$ cat src/rtl/wakeup_select_matrix_if.sv
`default_nettype none
// +--------------------------------------------------------------------------+
// | wakeup_select_matrix_if : dispatch / issue / completion bus of the RS     |
// | Rev 1.0 ; cancel_valid/cancel_idx exist only when WAKEUP_REPLAY_EN is set |
// +--------------------------------------------------------------------------+
interface wakeup_select_matrix_if #(
  parameter int NUM_ENTRIES = 16,
  parameter int NUM_FUS     = 4,
  parameter int NUM_SRCS    = 2,
  parameter int LAT_W       = 4
);
  localparam int IDX_W = $clog2(NUM_ENTRIES);
  localparam int FU_W  = (NUM_FUS > 1) ? $clog2(NUM_FUS) : 1;
  localparam int OCC_W = $clog2(NUM_ENTRIES + 1);

  logic                         flush;
  logic                         disp_valid;
  logic                         disp_ready;
  logic [IDX_W-1:0]             disp_idx;
  logic [FU_W-1:0]              disp_fu;
  logic [LAT_W-1:0]             disp_lat;
  logic [NUM_SRCS-1:0]          disp_src_en;
  logic [NUM_SRCS*IDX_W-1:0]    disp_src_tag;
  logic [NUM_FUS-1:0]           fu_stall;
  logic [NUM_FUS-1:0]           grant_valid;
  logic [NUM_FUS*IDX_W-1:0]     grant_idx;
  logic [NUM_FUS-1:0]           free_valid;
  logic [NUM_FUS*IDX_W-1:0]     free_idx;
  logic [OCC_W-1:0]             occupancy;
`ifdef WAKEUP_REPLAY_EN
  logic                         cancel_valid;
  logic [IDX_W-1:0]             cancel_idx;
`endif

  modport master (
    output flush, disp_valid, disp_fu, disp_lat, disp_src_en, disp_src_tag,
    output fu_stall, free_valid, free_idx,
    input  disp_ready, disp_idx, grant_valid, grant_idx, occupancy
`ifdef WAKEUP_REPLAY_EN
    , output cancel_valid, cancel_idx
`endif
  );

  modport slave (
    input  flush, disp_valid, disp_fu, disp_lat, disp_src_en, disp_src_tag,
    input  fu_stall, free_valid, free_idx,
    output disp_ready, disp_idx, grant_valid, grant_idx, occupancy
`ifdef WAKEUP_REPLAY_EN
    , input cancel_valid, cancel_idx
`endif
  );
endinterface
`default_nettype wire

$ cat src/rtl/wakeup_select_matrix.sv
`default_nettype none
// +--------------------------------------------------------------------------+
// | wakeup_select_matrix : RS alloc, dependency-matrix wakeup, per-FU select  |
// | Rev 1.0 ; WAKEUP_REPLAY_EN adds producer cancel with shadow matrix replay |
// +--------------------------------------------------------------------------+
module wakeup_select_matrix #(
  parameter int NUM_ENTRIES = 16,
  parameter int NUM_FUS     = 4,
  parameter int NUM_SRCS    = 2,
  parameter int LAT_W       = 4
) (
  input  logic                  clk,
  input  logic                  rst,
  wakeup_select_matrix_if.slave bus
);
  localparam int IDX_W = $clog2(NUM_ENTRIES);
  localparam int FU_W  = (NUM_FUS > 1) ? $clog2(NUM_FUS) : 1;
  localparam int OCC_W = $clog2(NUM_ENTRIES + 1);
  localparam logic [LAT_W-1:0] C_LAT_ONE = LAT_W'(1);

  typedef logic [NUM_ENTRIES-1:0] row_t;

  row_t             r_valid, r_issued, r_woken;
  row_t             r_dep [NUM_ENTRIES];
  logic [FU_W-1:0]  r_fu  [NUM_ENTRIES];
  logic [LAT_W-1:0] r_lat [NUM_ENTRIES];
  logic [LAT_W-1:0] r_cd  [NUM_ENTRIES];
  logic [OCC_W-1:0] r_occ;

  row_t             w_valid_n, w_issued_n, w_woken_n;
  row_t             w_dep_n [NUM_ENTRIES];
  logic [FU_W-1:0]  w_fu_n  [NUM_ENTRIES];
  logic [LAT_W-1:0] w_lat_n [NUM_ENTRIES];
  logic [LAT_W-1:0] w_cd_n  [NUM_ENTRIES];
  logic [OCC_W-1:0] w_occ_n;

  row_t                     w_ready, w_gnt_ent, w_wake, w_free, w_clr, w_new_dep, w_cancel;
  logic [NUM_FUS-1:0]       w_gnt_valid;
  logic [NUM_FUS*IDX_W-1:0] w_gnt_idx;
  logic                     w_disp_ready, w_disp_fire;
  logic [IDX_W-1:0]         w_disp_idx, w_tag;

`ifdef WAKEUP_REPLAY_EN
  row_t r_sdep   [NUM_ENTRIES];
  row_t w_sdep_n [NUM_ENTRIES];
  row_t w_new_sdep;

  always_comb begin
    w_cancel = '0;
    if (bus.cancel_valid) w_cancel[bus.cancel_idx] = 1'b1;
  end
`else
  assign w_cancel = '0;
`endif

  always_comb begin
    w_ready = '0;
    w_free  = '0;
    for (int e = 0; e < NUM_ENTRIES; e++)
      w_ready[e] = r_valid[e] & ~r_issued[e] & ~(|r_dep[e]);
    for (int f = 0; f < NUM_FUS; f++)
      if (bus.free_valid[f]) w_free[bus.free_idx[f*IDX_W +: IDX_W]] = 1'b1;
  end

  // Lowest-index ready entry per unstalled FU; descending scan leaves the lowest.
  always_comb begin
    w_gnt_valid = '0;
    w_gnt_idx   = '0;
    w_gnt_ent   = '0;
    for (int f = 0; f < NUM_FUS; f++) begin
      for (int e = NUM_ENTRIES - 1; e >= 0; e--) begin
        if (rst && !bus.fu_stall[f] && w_ready[e] && r_fu[e] == FU_W'(f)) begin
          w_gnt_valid[f]              = 1'b1;
          w_gnt_idx[f*IDX_W +: IDX_W] = IDX_W'(e);
        end
      end
      if (w_gnt_valid[f]) w_gnt_ent[w_gnt_idx[f*IDX_W +: IDX_W]] = 1'b1;
    end
  end

  // A latency-1 grant wakes at its own edge; longer ones count down to 1.
  always_comb begin
    w_wake = '0;
    for (int e = 0; e < NUM_ENTRIES; e++)
      w_wake[e] = (w_gnt_ent[e] && r_lat[e] <= C_LAT_ONE) || (r_cd[e] == C_LAT_ONE);
    w_clr = (w_wake | w_free) & ~w_cancel;
  end

  always_comb begin
    w_disp_idx = '0;
    w_tag      = '0;
    w_new_dep  = '0;
`ifdef WAKEUP_REPLAY_EN
    w_new_sdep = '0;
`endif
    for (int e = NUM_ENTRIES - 1; e >= 0; e--)
      if (!r_valid[e]) w_disp_idx = IDX_W'(e);
    w_disp_ready = rst & ~(&r_valid);
    w_disp_fire  = bus.disp_valid & w_disp_ready & ~bus.flush;
    for (int s = 0; s < NUM_SRCS; s++) begin
      if (bus.disp_src_en[s]) begin
        w_tag = bus.disp_src_tag[s*IDX_W +: IDX_W];
        if (r_valid[w_tag] && !r_woken[w_tag] && !w_clr[w_tag]) w_new_dep[w_tag] = 1'b1;
`ifdef WAKEUP_REPLAY_EN
        if (r_valid[w_tag] && !w_free[w_tag]) w_new_sdep[w_tag] = 1'b1;
`endif
      end
    end
  end

  always_comb begin
    w_valid_n  = r_valid;
    w_issued_n = r_issued;
    w_woken_n  = r_woken;
    w_dep_n    = r_dep;
    w_fu_n     = r_fu;
    w_lat_n    = r_lat;
    w_cd_n     = r_cd;
    w_occ_n    = '0;
`ifdef WAKEUP_REPLAY_EN
    w_sdep_n   = r_sdep;
`endif
    for (int e = 0; e < NUM_ENTRIES; e++) begin
      if (r_cd[e] != '0) w_cd_n[e] = r_cd[e] - C_LAT_ONE;
      if (w_gnt_ent[e]) begin
        w_issued_n[e] = 1'b1;
        w_cd_n[e]     = (r_lat[e] > C_LAT_ONE) ? r_lat[e] - C_LAT_ONE : '0;
      end
      if (w_clr[e]) begin
        w_woken_n[e] = 1'b1;
        for (int r = 0; r < NUM_ENTRIES; r++) w_dep_n[r][e] = 1'b0;
      end
      if (w_free[e]) begin
        w_valid_n[e]  = 1'b0;
        w_issued_n[e] = 1'b0;
        w_cd_n[e]     = '0;
`ifdef WAKEUP_REPLAY_EN
        w_sdep_n[e]   = '0;
        for (int r = 0; r < NUM_ENTRIES; r++) w_sdep_n[r][e] = 1'b0;
`endif
      end
    end
`ifdef WAKEUP_REPLAY_EN
    // Cancel overrides the producer's grant/wake and re-arms its direct consumers.
    if (bus.cancel_valid) begin
      w_issued_n[bus.cancel_idx] = 1'b0;
      w_woken_n[bus.cancel_idx]  = 1'b0;
      w_cd_n[bus.cancel_idx]     = '0;
      for (int e = 0; e < NUM_ENTRIES; e++) begin
        if (r_valid[e] && !w_free[e] && r_sdep[e][bus.cancel_idx]) begin
          w_dep_n[e][bus.cancel_idx] = 1'b1;
          w_issued_n[e]              = 1'b0;
          w_cd_n[e]                  = '0;
        end
      end
    end
`endif
    if (w_disp_fire) begin
      w_valid_n[w_disp_idx]  = 1'b1;
      w_issued_n[w_disp_idx] = 1'b0;
      w_woken_n[w_disp_idx]  = 1'b0;
      w_fu_n[w_disp_idx]     = bus.disp_fu;
      w_lat_n[w_disp_idx]    = (bus.disp_lat == '0) ? C_LAT_ONE : bus.disp_lat;
      w_cd_n[w_disp_idx]     = '0;
      w_dep_n[w_disp_idx]    = w_new_dep;
`ifdef WAKEUP_REPLAY_EN
      w_sdep_n[w_disp_idx]   = w_new_sdep;
`endif
    end
    if (bus.flush) begin
      w_valid_n  = '0;
      w_issued_n = '0;
      for (int e = 0; e < NUM_ENTRIES; e++) begin
        w_cd_n[e]  = '0;
        w_dep_n[e] = '0;
      end
    end
    for (int e = 0; e < NUM_ENTRIES; e++) w_occ_n = w_occ_n + OCC_W'(w_valid_n[e]);
  end

  always_ff @(posedge clk) begin
    if (!rst) begin
      r_valid  <= '0;
      r_issued <= '0;
      r_woken  <= '0;
      r_occ    <= '0;
      for (int e = 0; e < NUM_ENTRIES; e++) begin
        r_dep[e]  <= '0;
        r_fu[e]   <= '0;
        r_lat[e]  <= '0;
        r_cd[e]   <= '0;
`ifdef WAKEUP_REPLAY_EN
        r_sdep[e] <= '0;
`endif
      end
    end else begin
      r_valid  <= w_valid_n;
      r_issued <= w_issued_n;
      r_woken  <= w_woken_n;
      r_occ    <= w_occ_n;
      r_dep    <= w_dep_n;
      r_fu     <= w_fu_n;
      r_lat    <= w_lat_n;
      r_cd     <= w_cd_n;
`ifdef WAKEUP_REPLAY_EN
      r_sdep   <= w_sdep_n;
`endif
    end
  end

  assign bus.disp_ready  = w_disp_ready;
  assign bus.disp_idx    = w_disp_idx;
  assign bus.grant_valid = w_gnt_valid;
  assign bus.grant_idx   = w_gnt_idx;
  assign bus.occupancy   = r_occ;

endmodule
`default_nettype wire

$ cat src/flat_wrapper.sv
// flat-port wrapper written by rule: the top's interface ports become plain ports
module wakeup_select_matrix_flat 
#(
  parameter int NUM_ENTRIES = 16,
  parameter int NUM_FUS     = 4,
  parameter int NUM_SRCS    = 2,
  parameter int LAT_W       = 4
)
  (clk, rst, bus_flush, bus_disp_valid, bus_disp_fu, bus_disp_lat, bus_disp_src_en, bus_disp_src_tag, bus_fu_stall, bus_free_valid, bus_free_idx, bus_disp_ready, bus_disp_idx, bus_grant_valid, bus_grant_idx, bus_occupancy);
  wakeup_select_matrix_if #(.NUM_ENTRIES(NUM_ENTRIES), .NUM_FUS(NUM_FUS), .NUM_SRCS(NUM_SRCS), .LAT_W(LAT_W)) bus_i ();
  input  logic clk;
  input  logic rst;
  input wire logic [$bits(bus_i.flush)-1:0] bus_flush;
  input wire logic [$bits(bus_i.disp_valid)-1:0] bus_disp_valid;
  input wire logic [$bits(bus_i.disp_fu)-1:0] bus_disp_fu;
  input wire logic [$bits(bus_i.disp_lat)-1:0] bus_disp_lat;
  input wire logic [$bits(bus_i.disp_src_en)-1:0] bus_disp_src_en;
  input wire logic [$bits(bus_i.disp_src_tag)-1:0] bus_disp_src_tag;
  input wire logic [$bits(bus_i.fu_stall)-1:0] bus_fu_stall;
  input wire logic [$bits(bus_i.free_valid)-1:0] bus_free_valid;
  input wire logic [$bits(bus_i.free_idx)-1:0] bus_free_idx;
  output wire logic [$bits(bus_i.disp_ready)-1:0] bus_disp_ready;
  output wire logic [$bits(bus_i.disp_idx)-1:0] bus_disp_idx;
  output wire logic [$bits(bus_i.grant_valid)-1:0] bus_grant_valid;
  output wire logic [$bits(bus_i.grant_idx)-1:0] bus_grant_idx;
  output wire logic [$bits(bus_i.occupancy)-1:0] bus_occupancy;
  assign bus_i.flush = bus_flush;
  assign bus_i.disp_valid = bus_disp_valid;
  assign bus_i.disp_fu = bus_disp_fu;
  assign bus_i.disp_lat = bus_disp_lat;
  assign bus_i.disp_src_en = bus_disp_src_en;
  assign bus_i.disp_src_tag = bus_disp_src_tag;
  assign bus_i.fu_stall = bus_fu_stall;
  assign bus_i.free_valid = bus_free_valid;
  assign bus_i.free_idx = bus_free_idx;
  assign bus_disp_ready = bus_i.disp_ready;
  assign bus_disp_idx = bus_i.disp_idx;
  assign bus_grant_valid = bus_i.grant_valid;
  assign bus_grant_idx = bus_i.grant_idx;
  assign bus_occupancy = bus_i.occupancy;
  wakeup_select_matrix #(.NUM_ENTRIES(NUM_ENTRIES), .NUM_FUS(NUM_FUS), .NUM_SRCS(NUM_SRCS), .LAT_W(LAT_W)) u_core (.clk(clk), .rst(rst), .bus(bus_i));
endmodule
$ cat config.mk
export PLATFORM = sky130hd
export DESIGN_NAME = wakeup_select_matrix_flat
export DESIGN_NICKNAME = d
export VERILOG_FILES = /design/src/rtl/wakeup_select_matrix_if.sv /design/src/rtl/wakeup_select_matrix.sv /design/src/flat_wrapper.sv
export SDC_FILE = /design/constraint.sdc
export NUM_CORES = 1
export LEC_CHECK = 0
export BUFFER_PORTS_ARGS = -buffer_cell sky130_fd_sc_hd__clkbuf_2
export CORE_MARGIN = 2
export CORE_UTILIZATION = 35
export CTS_BUF_LIST = sky130_fd_sc_hd__clkbuf_2 sky130_fd_sc_hd__clkbuf_4 sky130_fd_sc_hd__clkbuf_8
export CTS_CLUSTER_SIZE = 25
export DETAILED_ROUTE_END_ITERATION = 6
export GPL_TIMING_DRIVEN = 0
export PLACE_DENSITY = 0.47
export SKIP_LAST_GASP = 1
export SYNTH_ARGS = -nofsm -noshare
export SYNTH_HDL_FRONTEND = slang
export SYNTH_SLANG_ARGS = --single-unit
$ cat constraint.sdc
create_clock -name clk -period 12 [get_ports clk]
set_input_delay 0.6 -clock clk [delete_from_list [all_inputs] [get_ports clk]]
set_output_delay 0.6 -clock clk [all_outputs]
set_load 0.02 [all_outputs]
==> impl_metrics.env <==
export IMPL_grt_pass1_vias=27700
export IMPL_initial_core_util_pct=35.2
export IMPL_cap_violations=3
export IMPL_drtAntennaViolNets=0
export IMPL_post_route_period_util_pct=63.0
export IMPL_cp_arrival_ns=8.16
export IMPL_fin_tns_setup_ns=0
export IMPL_synth_commonest_cells="dfxtp_1 (469), nor2_1 (396), nand2_1 (350)"
export IMPL_drc=0
export IMPL_worstPathMaxFanout=10
export IMPL_hold_class="input pin to flop"
export IMPL_wirelength_um=144000
export IMPL_finalNonFillerCells=4928
export IMPL_pre_cts_ws_ns=4.57
export IMPL_post_synth_num_cell_types=109
export IMPL_final_min_clock_period_ns=7.56
export IMPL_hold_viol_final=0
export IMPL_slew_violations=9
export IMPL_dp_cells=4762
export IMPL_crit_required_ns=12.60
export IMPL_tritoncts="done"
export IMPL_synth_nets=3775
export IMPL_die_h_um=285
export IMPL_violations="capacitance limit, slew limit"
export IMPL_power_density_mw_per_mm2=115
export IMPL_avgRoutedWirePerCell_um=29.2
export IMPL_post_cts_buffers=0
export IMPL_numCtsBuffers=86
export IMPL_cp_start_kind="flop"
export IMPL_grt_setup_unrepaired="no"
export IMPL_synth_area_leader_cell="dfxtp_1"
export IMPL_setup_slack_ns=4.44
export IMPL_drt_iter0_drc=3877
export IMPL_clock_sinks=469
export IMPL_cts_buffer_depth=3
export IMPL_num_rows=103
export IMPL_grt_util_met1_pct=47.9
export IMPL_syn_area_per_cell_sq_um=7.62
export IMPL_yosysTopAreaCellShare_pct=33.9
export IMPL_nNetsFinal=3943
export IMPL_grt_overflow=0
export IMPL_grt_util_all_layers_pct=34.3
export IMPL_cts_root_buf="clkbuf_8"
export IMPL_core_region_area_sq_mm=0.0787
export IMPL_die_x_um=285
export IMPL_grt_pass1_wl_um=202000
export IMPL_setup_violations=0
export IMPL_route_vias_total=30400
export IMPL_num_io_pins=74
export IMPL_syn_inst=3636
export IMPL_outcome="finished, violations left"
export IMPL_ys_warn_count=0
export IMPL_fmax_ghz=0.132
export IMPL_grt_max_degree=14
export IMPL_viasPerCell=6.17
export IMPL_cp_end_kind="flop"
export IMPL_slew_headroom_pct=-6.48
export IMPL_drive_gt1_share_pct=9.97
export IMPL_p_leak_nw=11.0
export IMPL_dieArea_sq_mm=0.0815
export IMPL_hold_buffers=0
export IMPL_antenna_found_initial=7
export IMPL_r2r_setup_slack_ns=4.44
export IMPL_insertion_delay_ns=0.74
export IMPL_ys_seq_area_share_pct=33.9
export IMPL_critPathKind="flop to flop"
export IMPL_holdPathStages=3
export IMPL_ir_worst_vdd_v=0.0000848
export IMPL_dp_hpwl_um=112000
export IMPL_use_met3_pct=7.82
export IMPL_first_pass_iters=6
export IMPL_clk_pin_slew_ns=0.07
export IMPL_fin_skew_ns=0.0735
export IMPL_grt_util_met2_pct=49.2
export IMPL_gp_congestion=1.07
export IMPL_ys_seq_elements=469
export IMPL_ys_flop_type="dfxtp_1"
export IMPL_synthArstFlopShare_pct=0
export IMPL_worstMarginPinSlew_ns=1.60
export IMPL_synth_most_common_cell="dfxtp_1"
export IMPL_grt_busiest_layer="met2"
export IMPL_final_fill_count=8454
export IMPL_syn_area_sq_mm=0.0277
export IMPL_h_tree_depth=3
export IMPL_synth_edf_count=0
export IMPL_port_buffers=68
export IMPL_rr_worst_depth=24
export IMPL_syn_to_final_growth_pct=13.5
export IMPL_cts_resized=0
export IMPL_synth_area_leaders="dfxtp_1 (34%), nand3_1 (5.5%), nor2_1 (5.4%)"
## path summary, 6_finish.rpt
path	endpoint	start
worst max-delay path	u_core.bus.occupancy[1]	u_core.r_valid[15]
worst max register to register	u_core.bus.occupancy[1]	u_core.r_valid[15]
worst min register to register	u_core.r_dep[150]	u_core.r_dep[150]
worst min-delay path	u_core.r_fu[13]	bus_disp_fu[1]
## critical path, cell delays in order (launching register included)
cell and delay, ns:
dfxtp_1 0.31, clkbuf_1 0.63, nand2b_1 0.19, a21boi_0 0.08, o21ai_0 0.15, a21boi_0 0.10
o21ai_0 0.17, a21boi_0 0.09, o21ai_0 0.68, and2_1 0.22, clkbuf_1 0.47, nand2_1 0.54
clkbuf_1 0.49, a21oi_1 0.34, fa_1 0.42, inv_1 0.08, fa_1 0.43, fa_1 0.49
inv_1 0.05, fa_1 0.47, inv_1 0.05, fa_1 0.35, inv_1 0.10, fa_1 0.39
and2_1 0.17
## report_power, final
group          switching [W]  internal (W)
clock               0.000759      0.000941
combinational       0.000237     0.0000938
sequential         0.0000104       0.00157
total                0.00101       0.00261
## state kept, by name (all words and copies together) (netlist names)
signal	flops
u_core.bus.occupancy	5
u_core.r_cd	64
u_core.r_dep	256
u_core.r_fu	32
u_core.r_issued	16
u_core.r_lat	64
u_core.r_valid	16
u_core.r_woken	16
## cell usage in the layout, fill, tap and decap left out, types with 16 or more instances in the layout
cell type / instances
o32ai_1: 18
nand2_1: 350
o22ai_1: 53
nand3b_1: 30
nand4b_1: 20
dfxtp_1: 469
clkbuf_2: 69
a21oi_1: 169
nor4_2: 19
or4_1: 19
clkbuf_4: 33
clkbuf_8: 105
or3_1: 68
nand2b_1: 51
or2_2: 23
mux2i_1: 24
clkbuf_1: 160
nor2_1: 394
o41ai_1: 17
nand3_1: 304
nand4_1: 58
nor4_1: 84
nor4b_1: 18
and2_1: 47
o21a_1: 20
o21ai_1: 80
nor2b_1: 39
buf_2: 35
a21o_1: 16
ha_1: 85
xnor2_1: 46
o21ai_0: 191
a31oi_1: 49
o211a_1: 18
and3_1: 37
nor3_1: 130
a21boi_0: 72
inv_1: 140
## routing by layer
| layer | vias up | wire [um] |
|---|---|---|
| li1 | 13600 | - |
| met1 | 14800 | 63200 |
| met2 | 1619 | 58700 |
| met3 | 352 | 14300 |
| met4 | 6 | 7870 |
| met5 | - | 42 |
## per-stage QoR
stage | instance area (sq um) | hold WS [ns] | utilization [%] | power, W
floorplan | 27700 | 0.409 | - | 0.00180
global placement | 29400 | 0.427 | 37.3 | 0.00194
detailed placement | 29500 | 0.431 | 37.5 | 0.00194
CTS | 31400 | 0.269 | 39.9 | 0.00362
global route | 31400 | 0.301 | 39.9 | 0.00372
finish | 31400 | 0.327 | 39.9 | 0.00361
## cell families after synthesis
| group | Yosys count | share of synthesized area (%) |
|---|---|---|
| DFF | 469 | 33.9 |
| muxes | 30 | 1.31 |
| adders and majority gates | 95 | 4.56 |
| xor gates and xnor gates | 50 | 1.58 |
| AOI/OAI and AO/OA | 903 | 21.6 |
| buffers and inverters | 344 | 4.98 |
| and+or+nand+nor | 1745 | 32.1 |
## layout make-up
| cell class | instances | area, sq um | share of cell area (%) |
|---|---|---|---|
| antenna | 7 | 17.5 | 0.0557 |
| clock inverter | 18 | 193 | 0.613 |
| inverter | 142 | 533 | 1.69 |
| tap | 1050 | 1310 | 4.18 |
| buffer | 202 | 846 | 2.69 |
| timing repair buffer | 80 | 439 | 1.40 |
| sequential | 469 | 9390 | 29.9 |
| multi-input combinational | 2823 | 17000 | 54.2 |
| clock buffer | 137 | 1690 | 5.36 |
Note: power is estimated with default switching activity, not from simulation.
